**src/rtl/time_set_controller.sv**
```systemverilog
// Wall-clock timekeeping sequencer: BCD time registers advanced by a 1 Hz prescaler tick,
// with minute/hour set buttons offering single-step on press and auto-repeat while held.
module time_set_controller #(
  parameter int TICK_DIV      = 100_000_000,
  parameter int HOLD_DELAY    = 50_000_000,
  parameter int REPEAT_PERIOD = 20_000_000
) (
  input  logic       CLK100MHZ,
  input  logic       Reset,
  input  logic       MButton,
  input  logic       HButton,
  output logic [5:0] seconds,
  output logic [3:0] mins1,
  output logic [3:0] mins2,
  output logic [3:0] hours1,
  output logic [3:0] hours2,
  output logic       sec_tick,
  output logic       blink
);

  localparam int PW   = (TICK_DIV > 2) ? $clog2(TICK_DIV) : 1;
  localparam int CMAX = (HOLD_DELAY > REPEAT_PERIOD) ? HOLD_DELAY : REPEAT_PERIOD;
  localparam int CW   = (CMAX > 2) ? $clog2(CMAX) : 1;

  localparam logic [PW-1:0] PRE_LAST  = PW'(TICK_DIV - 1);
  localparam logic [PW-1:0] PRE_HALF  = PW'(TICK_DIV / 2);
  localparam logic [CW-1:0] HOLD_LAST = CW'(HOLD_DELAY - 1);
  localparam logic [CW-1:0] RPT_LAST  = CW'(REPEAT_PERIOD - 1);

  typedef enum logic [2:0] {IDLE, M_HOLD, M_RPT, H_HOLD, H_RPT} state_t;

  state_t        state, state_n;
  logic [CW-1:0] cnt, cnt_n;
  logic          min_issue, hrs_issue;
  logic          min_inc_q, hrs_inc_q;
  logic          is_min, own_btn;

  logic [PW-1:0] prescaler, pre_n;
  logic          pending, pend_n, tick_n, raw_tick;
  logic [5:0]    sec_n;
  logic [3:0]    m1_n, m2_n, h1_n, h2_n;
  logic [3:0]    m1_inc, m2_inc, h1_inc, h2_inc;
  logic          m_wrap, h_wrap;

  assign raw_tick = (prescaler == PRE_LAST);
  assign blink    = (prescaler < PRE_HALF);
  assign is_min   = (state == M_HOLD) || (state == M_RPT);
  assign own_btn  = is_min ? MButton : HButton;

  // Only the button that started the sequence is watched until the FSM is back in IDLE.
  // NOTE: every always_comb output gets a default first so no path leaves it unassigned (no latch).
  always_comb begin
    state_n   = state;
    cnt_n     = cnt + 1'b1;
    min_issue = 1'b0;
    hrs_issue = 1'b0;
    case (state)
      IDLE: begin
        cnt_n = '0;
        if (MButton) begin
          state_n   = M_HOLD;
          min_issue = 1'b1;
        end else if (HButton) begin
          state_n   = H_HOLD;
          hrs_issue = 1'b1;
        end
      end
      M_HOLD, H_HOLD: begin
        if (!own_btn) begin
          state_n = IDLE;
          cnt_n   = '0;
        end else if (cnt == HOLD_LAST) begin
          state_n                = is_min ? M_RPT : H_RPT;
          cnt_n                  = '0;
          {min_issue, hrs_issue} = is_min ? 2'b10 : 2'b01;
        end
      end
      M_RPT, H_RPT: begin
        if (!own_btn) begin
          state_n = IDLE;
          cnt_n   = '0;
        end else if (cnt == RPT_LAST) begin
          cnt_n                  = '0;
          {min_issue, hrs_issue} = is_min ? 2'b10 : 2'b01;
        end
      end
      default: begin
        state_n = IDLE;
        cnt_n   = '0;
      end
    endcase
  end

  // Incremented BCD values, shared by button increments and tick carries.
  always_comb begin
    m_wrap = (mins2 == 4'd5) && (mins1 == 4'd9);
    m1_inc = (mins1 == 4'd9) ? 4'd0 : mins1 + 4'd1;
    m2_inc = (mins1 != 4'd9) ? mins2 : (m_wrap ? 4'd0 : mins2 + 4'd1);
    h_wrap = (hours2 == 4'd2) && (hours1 == 4'd3);
    h1_inc = (h_wrap || hours1 == 4'd9) ? 4'd0 : hours1 + 4'd1;
    h2_inc = h_wrap ? 4'd0 : ((hours1 == 4'd9) ? hours2 + 4'd1 : hours2);
  end

  // One update source per cycle: minute-set > hour-set > tick. A tick colliding with
  // hour-set is deferred one cycle; one colliding with minute-set is dropped.
  always_comb begin
    sec_n  = seconds;
    m1_n   = mins1;
    m2_n   = mins2;
    h1_n   = hours1;
    h2_n   = hours2;
    pre_n  = raw_tick ? '0 : prescaler + 1'b1;
    pend_n = pending;
    tick_n = 1'b0;
    if (min_inc_q) begin
      sec_n  = '0;
      pre_n  = '0;
      pend_n = 1'b0;
      m1_n   = m1_inc;
      m2_n   = m2_inc;
    end else if (hrs_inc_q) begin
      h1_n   = h1_inc;
      h2_n   = h2_inc;
      pend_n = pending | raw_tick;
    end else if (pending || raw_tick) begin
      tick_n = 1'b1;
      pend_n = 1'b0;
      if (seconds == 6'd59) begin
        sec_n = '0;
        m1_n  = m1_inc;
        m2_n  = m2_inc;
        if (m_wrap) begin
          h1_n = h1_inc;
          h2_n = h2_inc;
        end
      end else begin
        sec_n = seconds + 6'd1;
      end
    end
  end

  // NOTE: state registers use non-blocking assignments so every flop samples pre-edge values.
  always_ff @(posedge CLK100MHZ or posedge Reset) begin
    if (Reset) begin
      state     <= IDLE;
      cnt       <= '0;
      min_inc_q <= 1'b0;
      hrs_inc_q <= 1'b0;
      prescaler <= '0;
      pending   <= 1'b0;
      sec_tick  <= 1'b0;
      seconds   <= '0;
      mins1     <= '0;
      mins2     <= '0;
      hours1    <= '0;
      hours2    <= '0;
    end else begin
      state     <= state_n;
      cnt       <= cnt_n;
      min_inc_q <= min_issue;
      hrs_inc_q <= hrs_issue;
      prescaler <= pre_n;
      pending   <= pend_n;
      sec_tick  <= tick_n;
      seconds   <= sec_n;
      mins1     <= m1_n;
      mins2     <= m2_n;
      hours1    <= h1_n;
      hours2    <= h2_n;
    end
  end

endmodule

```
**config.mk**
```make
export PLATFORM = sky130hd
export DESIGN_NAME = time_set_controller
export DESIGN_NICKNAME = d
export VERILOG_FILES = /design/src/rtl/time_set_controller.sv
export SDC_FILE = /design/constraint.sdc
export NUM_CORES = 1
export LEC_CHECK = 0
export BUFFER_PORTS_ARGS = -buffer_cell sky130_fd_sc_hd__buf_2
export CAP_MARGIN = 10
export CELL_PAD_IN_SITES_DETAIL_PLACEMENT = 0
export CELL_PAD_IN_SITES_GLOBAL_PLACEMENT = 2
export CORE_MARGIN = 3
export CORE_UTILIZATION = 35
export DETAILED_ROUTE_END_ITERATION = 12
export PLACE_DENSITY = 0.72
export SETUP_SLACK_MARGIN = 0.2
export SLEW_MARGIN = 20
export SYNTH_ARGS = -nofsm -noshare
export SYNTH_HDL_FRONTEND = slang
export SYNTH_SLANG_ARGS = --single-unit
export TNS_END_PERCENT = 50
```
**constraint.sdc**
```tcl
create_clock -name CLK100MHZ -period 3.35 [get_ports CLK100MHZ]
set_clock_uncertainty 0.2 [all_clocks]
set_input_delay 0.5025 -clock CLK100MHZ [delete_from_list [all_inputs] [get_ports CLK100MHZ]]
set_output_delay 0.5025 -clock CLK100MHZ [all_outputs]
set_load 0.05 [all_outputs]
```
==> flow_metrics.env, run 1 <==
export IMPL_ant_nets=0
export IMPL_slew_headroom=0.507
export IMPL_cp_end_kind="output port"
export IMPL_final_util=0.418
export IMPL_clock_power_share=0.340
export IMPL_clk_pin_slew_ps=60
export IMPL_row_count=39
export IMPL_gp_congestion=0.758
export IMPL_cts_sinks=82
export IMPL_track_usage=0.143
export IMPL_wl_per_cell_um=14.2
export IMPL_swShare=0.333
export IMPL_avgSynthCellArea_um2=9.54
export IMPL_synth_mux_area_frac=0.0232
export IMPL_io_buffer_count=27
export IMPL_async_flop_share=1.00
export IMPL_slowest_stage="or4_4"
export IMPL_intPower_w=0.00185
export IMPL_cts_buffers=9
export IMPL_yosysUniqueCellTypes=54
export IMPL_post_cts_resized=0
export IMPL_clockBufferDepth=2
export IMPL_start_util=0.366
export IMPL_synth_edff_count=0
export IMPL_path_cells="or4_4 -> o21ai_0 -> nand2b_1 -> a21oi_1 -> o21bai_1 -> a21oi_1 -> buf_2"
export IMPL_synthSimpleGateAreaFrac=0.277
export IMPL_netlist_area_um2=4260
export IMPL_cpMostUsedCell="a21oi_1"
export IMPL_syn2layout_area_growth_pct=14.3
export IMPL_grt_pass1_vias=3167
export IMPL_layout_cells_non_filler=628
export IMPL_die_x_um=116
export IMPL_htree_levels=3
export IMPL_worst_slew_pin_slew_ps=738
export IMPL_ys_seq_area_frac=0.481
export IMPL_cp_top_family="simple AND/OR/NAND/NOR gates"
export IMPL_drive_gt1_frac=0.128
export IMPL_p_leak_nw=2.17
export IMPL_core_um2=11700
export IMPL_drv_cap=0
export IMPL_ir_drop_mv=0.199
export IMPL_fin_crit_sh=0.878
export IMPL_die_area_um2=13500
export IMPL_synthXorXnorAreaFrac=0.107
export IMPL_antennaDiodeCount=0
export IMPL_dpl_cell_count=612
export IMPL_antenna_found_initial=0
export IMPL_drc_errors=0
export IMPL_synth_top_family_by_area="simple AND/OR/NAND/NOR gates"
export IMPL_critical_path_arrival_ps=2240
export IMPL_fp_dieH_um=116
export IMPL_p_sw_w=0.000925
export IMPL_holdBufCountCts=0
export IMPL_tritoncts="yes"
export IMPL_hold_violations=0
export IMPL_max_freq_ghz=0.340
export IMPL_startpoint_type="flop"
export IMPL_grt_pass1_wl_um=15300
export IMPL_rsz0062_at_grt="false"
export IMPL_crit_type="flop to output port"
export IMPL_synthDominantCellAreaShare=0.481
export IMPL_yosys_area_top_type="dfrtp_1"
export IMPL_drt_initial_drc_count=161
export IMPL_synth_seq_cells=82
export IMPL_fin_tns_setup_ps=0
export IMPL_min_path_type="input pin to asynchronous set/reset pin"
export IMPL_grt_ovfl_total=0
export IMPL_min_period_ps=2940
export IMPL_drt_pass1_iter_count=4
export IMPL_timing_critical_path_buf_inv=1
export IMPL_ys_top_cells_by_count="nor2_1, dfrtp_1, nand2_1"
export IMPL_p_per_area_nw_per_um2=569
export IMPL_hpwl_um=6020
export IMPL_fin_nets=493
export IMPL_grt_max_degree=43
export IMPL_critPathMaxStageDelay_ps=560
export IMPL_synth_area_leaders="dfrtp_1, nor2_1, xor2_1"
export IMPL_status="complete, no violations"
export IMPL_setup_violations=0
export IMPL_yosys_most_used_dff="dfrtp_1"
export IMPL_insertion_delay_ps=340
export IMPL_viasPerCell=5.14
export IMPL_synth_cells=447
export IMPL_cts_setup_buffers=0
export IMPL_combPwrFrac=0.216
export IMPL_cp_required_ps=2650
export IMPL_synthAdderAreaFrac=0.0264
export IMPL_synth_nets=460
export IMPL_seqPwrFrac=0.444
export IMPL_cp_max_fo=5
export IMPL_synth_compound_area_frac=0.0660
export IMPL_vias=3228
export IMPL_slew_violations=0
export IMPL_routed_wl_um=8940
export IMPL_yosys_warnings=0
export IMPL_io_pins=28
export IMPL_clockRootBuffer="clkbuf_16"
export IMPL_yosysMostFrequentCell="nor2_1"
==> final cells by class <==
class / instances / area, um^2
Clock buffer: 14 / 274
Clock inverter: 2 / 10.0
Fill cell: 1127 / 6790
Inverter: 10 / 38.8
Multi-Input combinational cell: 344 / 2130
Sequential cell: 82 / 2050
Tap cell: 143 / 179
Timing Repair Buffer: 33 / 193
==> placed cells by master, fill, tap and decap left out, types with 2 or more instances in the layout <==
cell,netlist,layout
nor2_1,85,85
dfrtp_1,82,82
nand2_1,36,36
xor2_1,29,29
nand3_1,28,28
buf_2,3,27
xnor2_1,23,23
nand4_1,15,15
o21ai_0,12,12
a21oi_1,12,12
nor3_1,11,11
and3_1,11,11
inv_1,10,9
ha_1,9,9
clkbuf_16,0,9
nor3b_1,5,5
and4_1,5,5
buf_4,0,5
nand3b_1,4,4
mux2_2,4,4
or3_1,4,4
and3b_1,3,3
nor4_1,3,3
nor2b_1,3,3
nor4b_1,3,3
o21a_1,3,3
nand2b_1,3,3
clkinv_2,0,3
mux2_1,3,3
clkbuf_8,0,3
mux2i_1,2,2
o31ai_1,2,2
or4_1,2,2
a21o_1,2,2
clkbuf_1,7,2
==> layer usage <==
layer | up-vias | wire length, um | GRT usage
met4 | 0 | 186 | 0.0650
met2 | 46 | 3930 | 0.218
met1 | 1554 | 4550 | 0.196
li1 | 1616 | - | -
met3 | 12 | 277 | 0.0280
met5 | - | 0 | 0
==> worst register-to-register path, delay by kind of cell, from the launching register on <==
family | cells | cell delay, ps
AND/OR/NAND/NOR | 4 | 1210
AO/OA/AOI/OAI | 1 | 420
multiplexers | 1 | 330
flip-flops | 1 | 430
==> logic make-up (layout without fill, tap and decap cells) <==
kind of cell	count (synthesis)	in the layout
fa+ha+maj	9	9
mux	9	9
xor+xnor	52	52
compound gates	43	43
simple gates	231	231
buf+inv	21	59
flops	82	82
==> flip-flops by register name, indices dropped and copies added, names as in the netlist <==
| name | cells |
|---|---|
| hrs_inc_q | 1 |
| prescaler | 27 |
| hours2 | 4 |
| hours1 | 4 |
| cnt | 26 |
| sec_tick | 1 |
| mins1 | 4 |
| mins2 | 4 |
| seconds | 6 |
| min_inc_q | 1 |
| pending | 1 |
| state | 3 |
==> worst paths after layout <==
path / start / end / slack (ps) / depth (start not counted)
worst max-delay path: prescaler[9]$_DFF_PP0_ / blink / 410 / 7
worst min-delay path: Reset / seconds[0]$_DFFE_PP0P_ / 70 / 2
worst max register to register: prescaler[12]$_DFF_PP0_ / hours2[0]$_DFFE_PP0P_ / 650 / 6
worst min register to register: hours2[3]$_DFFE_PP0P_ / hours2[3]$_DFFE_PP0P_ / 290 / 1
max in group asynchronous: Reset / cnt[12]$_DFF_PP0_ / 2220 / 3
min in group CLK100MHZ: HButton / hrs_inc_q$_DFF_PP0_ / 240 / 2
==> through the flow <==
stage | setup slack (ps) | hold slack (ps) | power (W) | area (um^2)
CTS | 390 | 95.6 | 0.00283 | 4880
finish | 410 | 66.3 | 0.00278 | 4880
detailed placement | 636 | 284 | 0.00186 | 4590
global placement | 715 | 276 | 0.00186 | 4590
floorplan | 515 | 255 | 0.00170 | 4260
global route | 282 | 134 | 0.00294 | 4880
==> power by group through the flow <==
| stage | Combinational, W | Sequential [W] | Clock (W) |
|---|---|---|---|
| after floorplan | 0.000384 | 0.00132 | 0 |
| after global placement | 0.000610 | 0.00125 | 0 |
| after detailed placement | 0.000615 | 0.00125 | 0 |
| after CTS | 0.000616 | 0.00123 | 0.000985 |
| after global routing | 0.000672 | 0.00125 | 0.00102 |
| final | 0.000600 | 0.00123 | 0.000943 |
(Power assumes the default switching activity.)
==> inputs of run 2 (changes only) <==
Settings changed: CORE_ASPECT_RATIO from default to 0.9, CORE_MARGIN 3 to 2, GPL_ROUTABILITY_DRIVEN from default to 0.
==> run 2 against run 1 <==
Compared with the run above:
- global-route usage rose by 0.59 points
- clock-buffer cell count fell by 4
- routed wire length barely moved
- flip-flop and latch count did not move
- via count fell by 1.8%
- die area fell by 3.4%
- design area rose by 0.38%
- first-iteration DRC count rose by 15%
- maximum frequency fell by 0.68%
- hold slack got worse by 27 ps
- largest power group unchanged
- sequential power barely moved
- critical path depth did not move
==> flow_metrics.env, run 2 (synthesized netlist as in run 1, its figures left out) <==
export IMPL_drc_errors=0
export IMPL_routed_wl_um=8950
export IMPL_final_common_cell="nor2_1"
export IMPL_multi_input_area_um2=2130
export IMPL_drive_gt1_frac=0.132
export IMPL_cp_required_ps=2650
export IMPL_io_pins=28
export IMPL_setup_ws_ps=390
export IMPL_grt_pass1_vias=3068
export IMPL_fin_area_um2=4890
export IMPL_clockBufferDepth=2
export IMPL_insertion_delay_ps=340
export IMPL_core_um2=12000
export IMPL_cts_buffers=9
export IMPL_hold_violations=0
export IMPL_slew_violations=0
export IMPL_htree_levels=3
export IMPL_layout_cells_non_filler=646
export IMPL_holdWs_ps=39.8
export IMPL_fin_crit_sh=0.884
export IMPL_grt_max_degree=40
export IMPL_dp_slack_ps=623
export IMPL_io_buffer_count=27
export IMPL_hpwl_um=6210
export IMPL_die_x_um=120
export IMPL_grt_pass1_wl_um=15400
export IMPL_critical_path_arrival_ps=2260
export IMPL_top_register="prescaler"
export IMPL_p_per_area_nw_per_um2=572
export IMPL_n_fill_cell=1215
export IMPL_drt_pass1_iter_count=4
export IMPL_ir_drop_mv=0.268
export IMPL_cts_setup_buffers=0
export IMPL_holdBufCountCts=0
export IMPL_cts_sinks=82
export IMPL_largest_reg_flops=27
export IMPL_mostFrequentLayoutCells="nor2_1, dfrtp_1, nand2_1"
export IMPL_setup_violations=0
export IMPL_rsz0062_at_grt="false"
export IMPL_r2r_cells=6
export IMPL_max_freq_ghz=0.338
export IMPL_antennaDiodeCount=0
export IMPL_startpoint_type="flop"
export IMPL_regArea_um2=2050
export IMPL_slew_headroom=0.539
export IMPL_vias=3170
export IMPL_postPlaceCellArea_um2=4610
export IMPL_status="complete, no violations"
export IMPL_ant_nets=0
export IMPL_worst_slew_pin_slew_ps=691
export IMPL_start_util=0.356
export IMPL_die_area_um2=13100
export IMPL_clk_pin_slew_ps=60
export IMPL_min_path_type="input pin to asynchronous set/reset pin"
export IMPL_dpl_cell_count=630
export IMPL_syn2layout_area_growth_pct=14.8
export IMPL_fp_dieH_um=109
export IMPL_track_usage=0.149
export IMPL_p_leak_nw=2.17
export IMPL_min_period_ps=2960
export IMPL_clockRootBuffer="clkbuf_16"
export IMPL_row_count=38
export IMPL_crit_type="flop to output port"
export IMPL_cp_end_kind="output port"
export IMPL_drv_cap=0
export IMPL_wl_per_cell_um=13.8
export IMPL_fin_nets=494
export IMPL_tritoncts="yes"
export IMPL_cp_max_fo=5
export IMPL_drt_initial_drc_count=185
export IMPL_fin_tns_setup_ps=0
export IMPL_antenna_found_initial=0
export IMPL_post_cts_resized=0
export IMPL_viasPerCell=4.91
export IMPL_grt_ovfl_total=0
export IMPL_largest_registers="prescaler (27), cnt (26), seconds (6)"
run 2: worst max-delay path, cell delays in order (launching register included):
cell      delay (ps)
dfrtp_1          420
or4_4            550
o21ai_0          190
nand2b_1          80
a21oi_1          170
o21bai_1          80
a21oi_1          160
buf_2            280
run 2: final cells by class:
cell class,count,share of cell area
flip-flops and latches,82,0.419
multi-input cells,344,0.435
well taps,160,0.0409
clock inverters,6,0.0118
repair buffers,34,0.0383
clock buffers,10,0.0468
inverters,10,0.00792
run 2: layer usage:
metal | wire length, um | part of all wire | global-route usage
met5 | 0 | 0 | 0
met1 | 4680 | 0.52 | 0.207
met4 | 97 | 0.011 | 0.0424
met2 | 3800 | 0.42 | 0.221
met3 | 378 | 0.042 | 0.0502
run 2: final timing paths:
kind	from	endpoint	slack [ps]
max in group asynchronous	Reset	prescaler[10]$_DFF_PP0_	2150
max	prescaler[9]$_DFF_PP0_	blink	390
min reg2reg	prescaler[0]$_DFF_PP0_	prescaler[0]$_DFF_PP0_	290
max reg2reg	prescaler[9]$_DFF_PP0_	hours2[0]$_DFFE_PP0P_	630
min in group CLK100MHZ	HButton	hrs_inc_q$_DFF_PP0_	280
min	Reset	state[2]$_DFFE_PP0P_	40
run 2: per-stage QoR:
stage | total power (W) | utilization
after floorplan | 0.00170 | -
after global routing | 0.00298 | 0.409
after detailed placement | 0.00186 | 0.385
after CTS | 0.00285 | 0.409
after global placement | 0.00186 | 0.385
final | 0.00280 | 0.409
run 2: report_power, final:
part	switching, W	internal (W)	leakage [nW]	total (W)
Sequential	0.000150	0.00109	1.13	0.00124
Combinational	0.000395	0.000205	0.898	0.000600
Clock	0.000391	0.000572	0.142	0.000963
==> inputs of run 3 (changes only) <==
Settings changed: RECOVER_POWER from default to 25.
==> run 3 against run 2 <==
Compared with the run above:
- the flow now finishes with violations (capacitance limit, slew limit)
- global-route usage unchanged
- first-iteration DRC count up 14%
- hold slack better by 240 ps
- routed wire length about the same
- flip-flop and latch count unchanged
- via count up 0.47%
- critical path type unchanged
- largest cell class unchanged
==> flow_metrics.env, run 3 (synthesized netlist as in run 1, its figures left out) <==
export IMPL_grt_use_met3=0.0502
export IMPL_clockRootBuffer="clkbuf_16"
export IMPL_ant_nets=0
export IMPL_critPathMaxStageDelay_ps=550
export IMPL_die_area_um2=13100
export IMPL_grt_max_degree=40
export IMPL_insertion_delay_ps=340
export IMPL_grt_busiest_layer="met2"
export IMPL_cpMostUsedCell="a21oi_1"
export IMPL_drc_errors=0
export IMPL_slew_headroom=-0.173
export IMPL_fin_nets=494
export IMPL_postPlaceCellArea_um2=4610
export IMPL_dp_slack_ps=623
export IMPL_worst_slew_pin_slew_ps=1750
export IMPL_cp_end_kind="output port"
export IMPL_rsz0062_at_grt="false"
export IMPL_worst_hold_path_endpoint="hrs_inc_q$_DFF_PP0_"
export IMPL_status="finished, violations left"
export IMPL_r2r_cells=6
export IMPL_swShare=0.335
export IMPL_track_usage=0.149
export IMPL_drt_pass1_iter_count=4
export IMPL_drive_gt1_frac=0.130
export IMPL_largest_reg_flops=27
export IMPL_cts_sinks=82
export IMPL_ir_drop_mv=0.268
export IMPL_setup_ws_ps=407
export IMPL_max_freq_ghz=0.340
export IMPL_die_x_um=120
export IMPL_htree_levels=3
export IMPL_vias=3185
export IMPL_post_cts_resized=0
export IMPL_grt_ovfl_total=0
export IMPL_setup_violations=0
export IMPL_startpoint_type="flop"
export IMPL_regToRegStartpoint="prescaler[9]$_DFF_PP0_"
export IMPL_cts_buffers=9
export IMPL_r2r_slack_ps=630
export IMPL_drv_cap=1
export IMPL_antennaDiodeCount=0
export IMPL_largest_registers="prescaler (27), cnt (26), seconds (6)"
export IMPL_start_util=0.356
export IMPL_wl_per_cell_um=13.8
export IMPL_io_pins=28
export IMPL_grt_pass1_vias=3068
export IMPL_viasPerCell=4.93
export IMPL_final_common_cell="nor2_1"
export IMPL_min_period_ps=2940
export IMPL_holdBufCountCts=0
export IMPL_syn2layout_area_growth_pct=14.7
export IMPL_grtUsageMet1=0.207
export IMPL_worstHoldPathCells=2
export IMPL_clk_pin_slew_ps=60
export IMPL_grt_pass1_wl_um=15400
export IMPL_combPwrFrac=0.214
export IMPL_fin_total_pwr_w=0.00280
export IMPL_timing_critical_path_buf_inv=1
export IMPL_min_path_type="input pin to flop"
export IMPL_slowest_stage="or4_4"
export IMPL_fin_area_um2=4890
export IMPL_fin_tns_setup_ps=0
export IMPL_crit_type="flop to output port"
export IMPL_antenna_found_initial=0
export IMPL_cp_top_family="simple AND/OR/NAND/NOR gates"
export IMPL_cts_setup_buffers=0
export IMPL_row_count=38
export IMPL_path_cells="or4_4 -> o21ai_0 -> nand2b_1 -> a21oi_1 -> o21bai_1 -> a21oi_1 -> buf_2"
export IMPL_core_um2=12000
export IMPL_slew_violations=40
export IMPL_clockBufferDepth=2
export IMPL_top_register="prescaler"
export IMPL_clock_power_share=0.345
export IMPL_critical_path_arrival_ps=2240
export IMPL_p_sw_w=0.000937
export IMPL_fp_dieH_um=109
export IMPL_hold_start="HButton"
export IMPL_hold_violations=0
export IMPL_violations="capacitance limit, slew limit"
export IMPL_intPower_w=0.00186
export IMPL_n_fill_cell=1217
export IMPL_reg2reg_to="hours2[0]$_DFFE_PP0P_"
export IMPL_p_per_area_nw_per_um2=572
export IMPL_met2_usage=0.221
export IMPL_cp_required_ps=2650
export IMPL_routed_wl_um=8940
export IMPL_final_util=0.408
export IMPL_fin_crit_sh=0.878
export IMPL_seqPwrFrac=0.441
export IMPL_p_leak_nw=2.16
export IMPL_hpwl_um=6210
export IMPL_drt_initial_drc_count=211
export IMPL_cp_max_fo=5
export IMPL_io_buffer_count=27
export IMPL_mostFrequentLayoutCells="nor2_1, dfrtp_1, nand2_1"
export IMPL_tritoncts="yes"
## run 3: cell count changes in the layout (fill, tap and decap cells not counted), sizes merged
| cell | before | now |
|---|---|---|
| buf | 34 | 33 |
| clkbuf | 10 | 11 |
| clkinv | 5 | 4 |
| clkinvlp | 1 | 2 |
## run 3: worst max-delay path by stage
stage	to	start	cells past startpoint	slack, ps
after floorplan	blink	prescaler[9]$_DFF_PP0_	6	520
after global placement	hours2[0]$_DFFE_PP0P_	prescaler[9]$_DFF_PP0_	6	700
after detailed placement	hours2[0]$_DFFE_PP0P_	prescaler[9]$_DFF_PP0_	6	620
after CTS	blink	prescaler[9]$_DFF_PP0_	7	360
after global routing	blink	prescaler[9]$_DFF_PP0_	7	260
final	blink	prescaler[9]$_DFF_PP0_	7	410
## run 3: worst register-to-register path, delay by kind of cell (launching register included)
| family | cells | cell delay, ps |
|---|---|---|
| simple gates | 4 | 1230 |
| compound gates | 1 | 430 |
| flops | 1 | 420 |
| mux | 1 | 330 |
## run 3: layout make-up
class                           count  area (um^2)  area share
Multi-Input combinational cell    344         2130       0.435
Sequential cell                    82         2050       0.420
Clock buffer                       10          229      0.0468
Tap cell                          160          200      0.0409
Clock inverter                      6         57.6      0.0118
Timing Repair Buffer               34          184      0.0376
Inverter                           10         38.8     0.00793
## run 3: per-layer routing
layer	routed length, um	up-vias
li1	-	1606
met1	4670	1526
met2	3790	42
met3	367	11
met4	114	0
met5	0	-
## run 3: power groups by stage
stage / Sequential [W] / Clock [W] / Combinational, W
CTS: 0.00123 / 0.00101 / 0.000611
floorplan: 0.00132 / 0 / 0.000384
global route: 0.00126 / 0.00105 / 0.000669
detailed placement: 0.00125 / 0 / 0.000611
global placement: 0.00125 / 0 / 0.000607
finish: 0.00124 / 0.000964 / 0.000600
## run 3: metrics by stage
stage                     cells  hold WS, ps
after detailed placement    630          279
after floorplan             447          255
after global routing        646          271
after CTS                   646         51.4
after global placement      630          265
final                       646          280
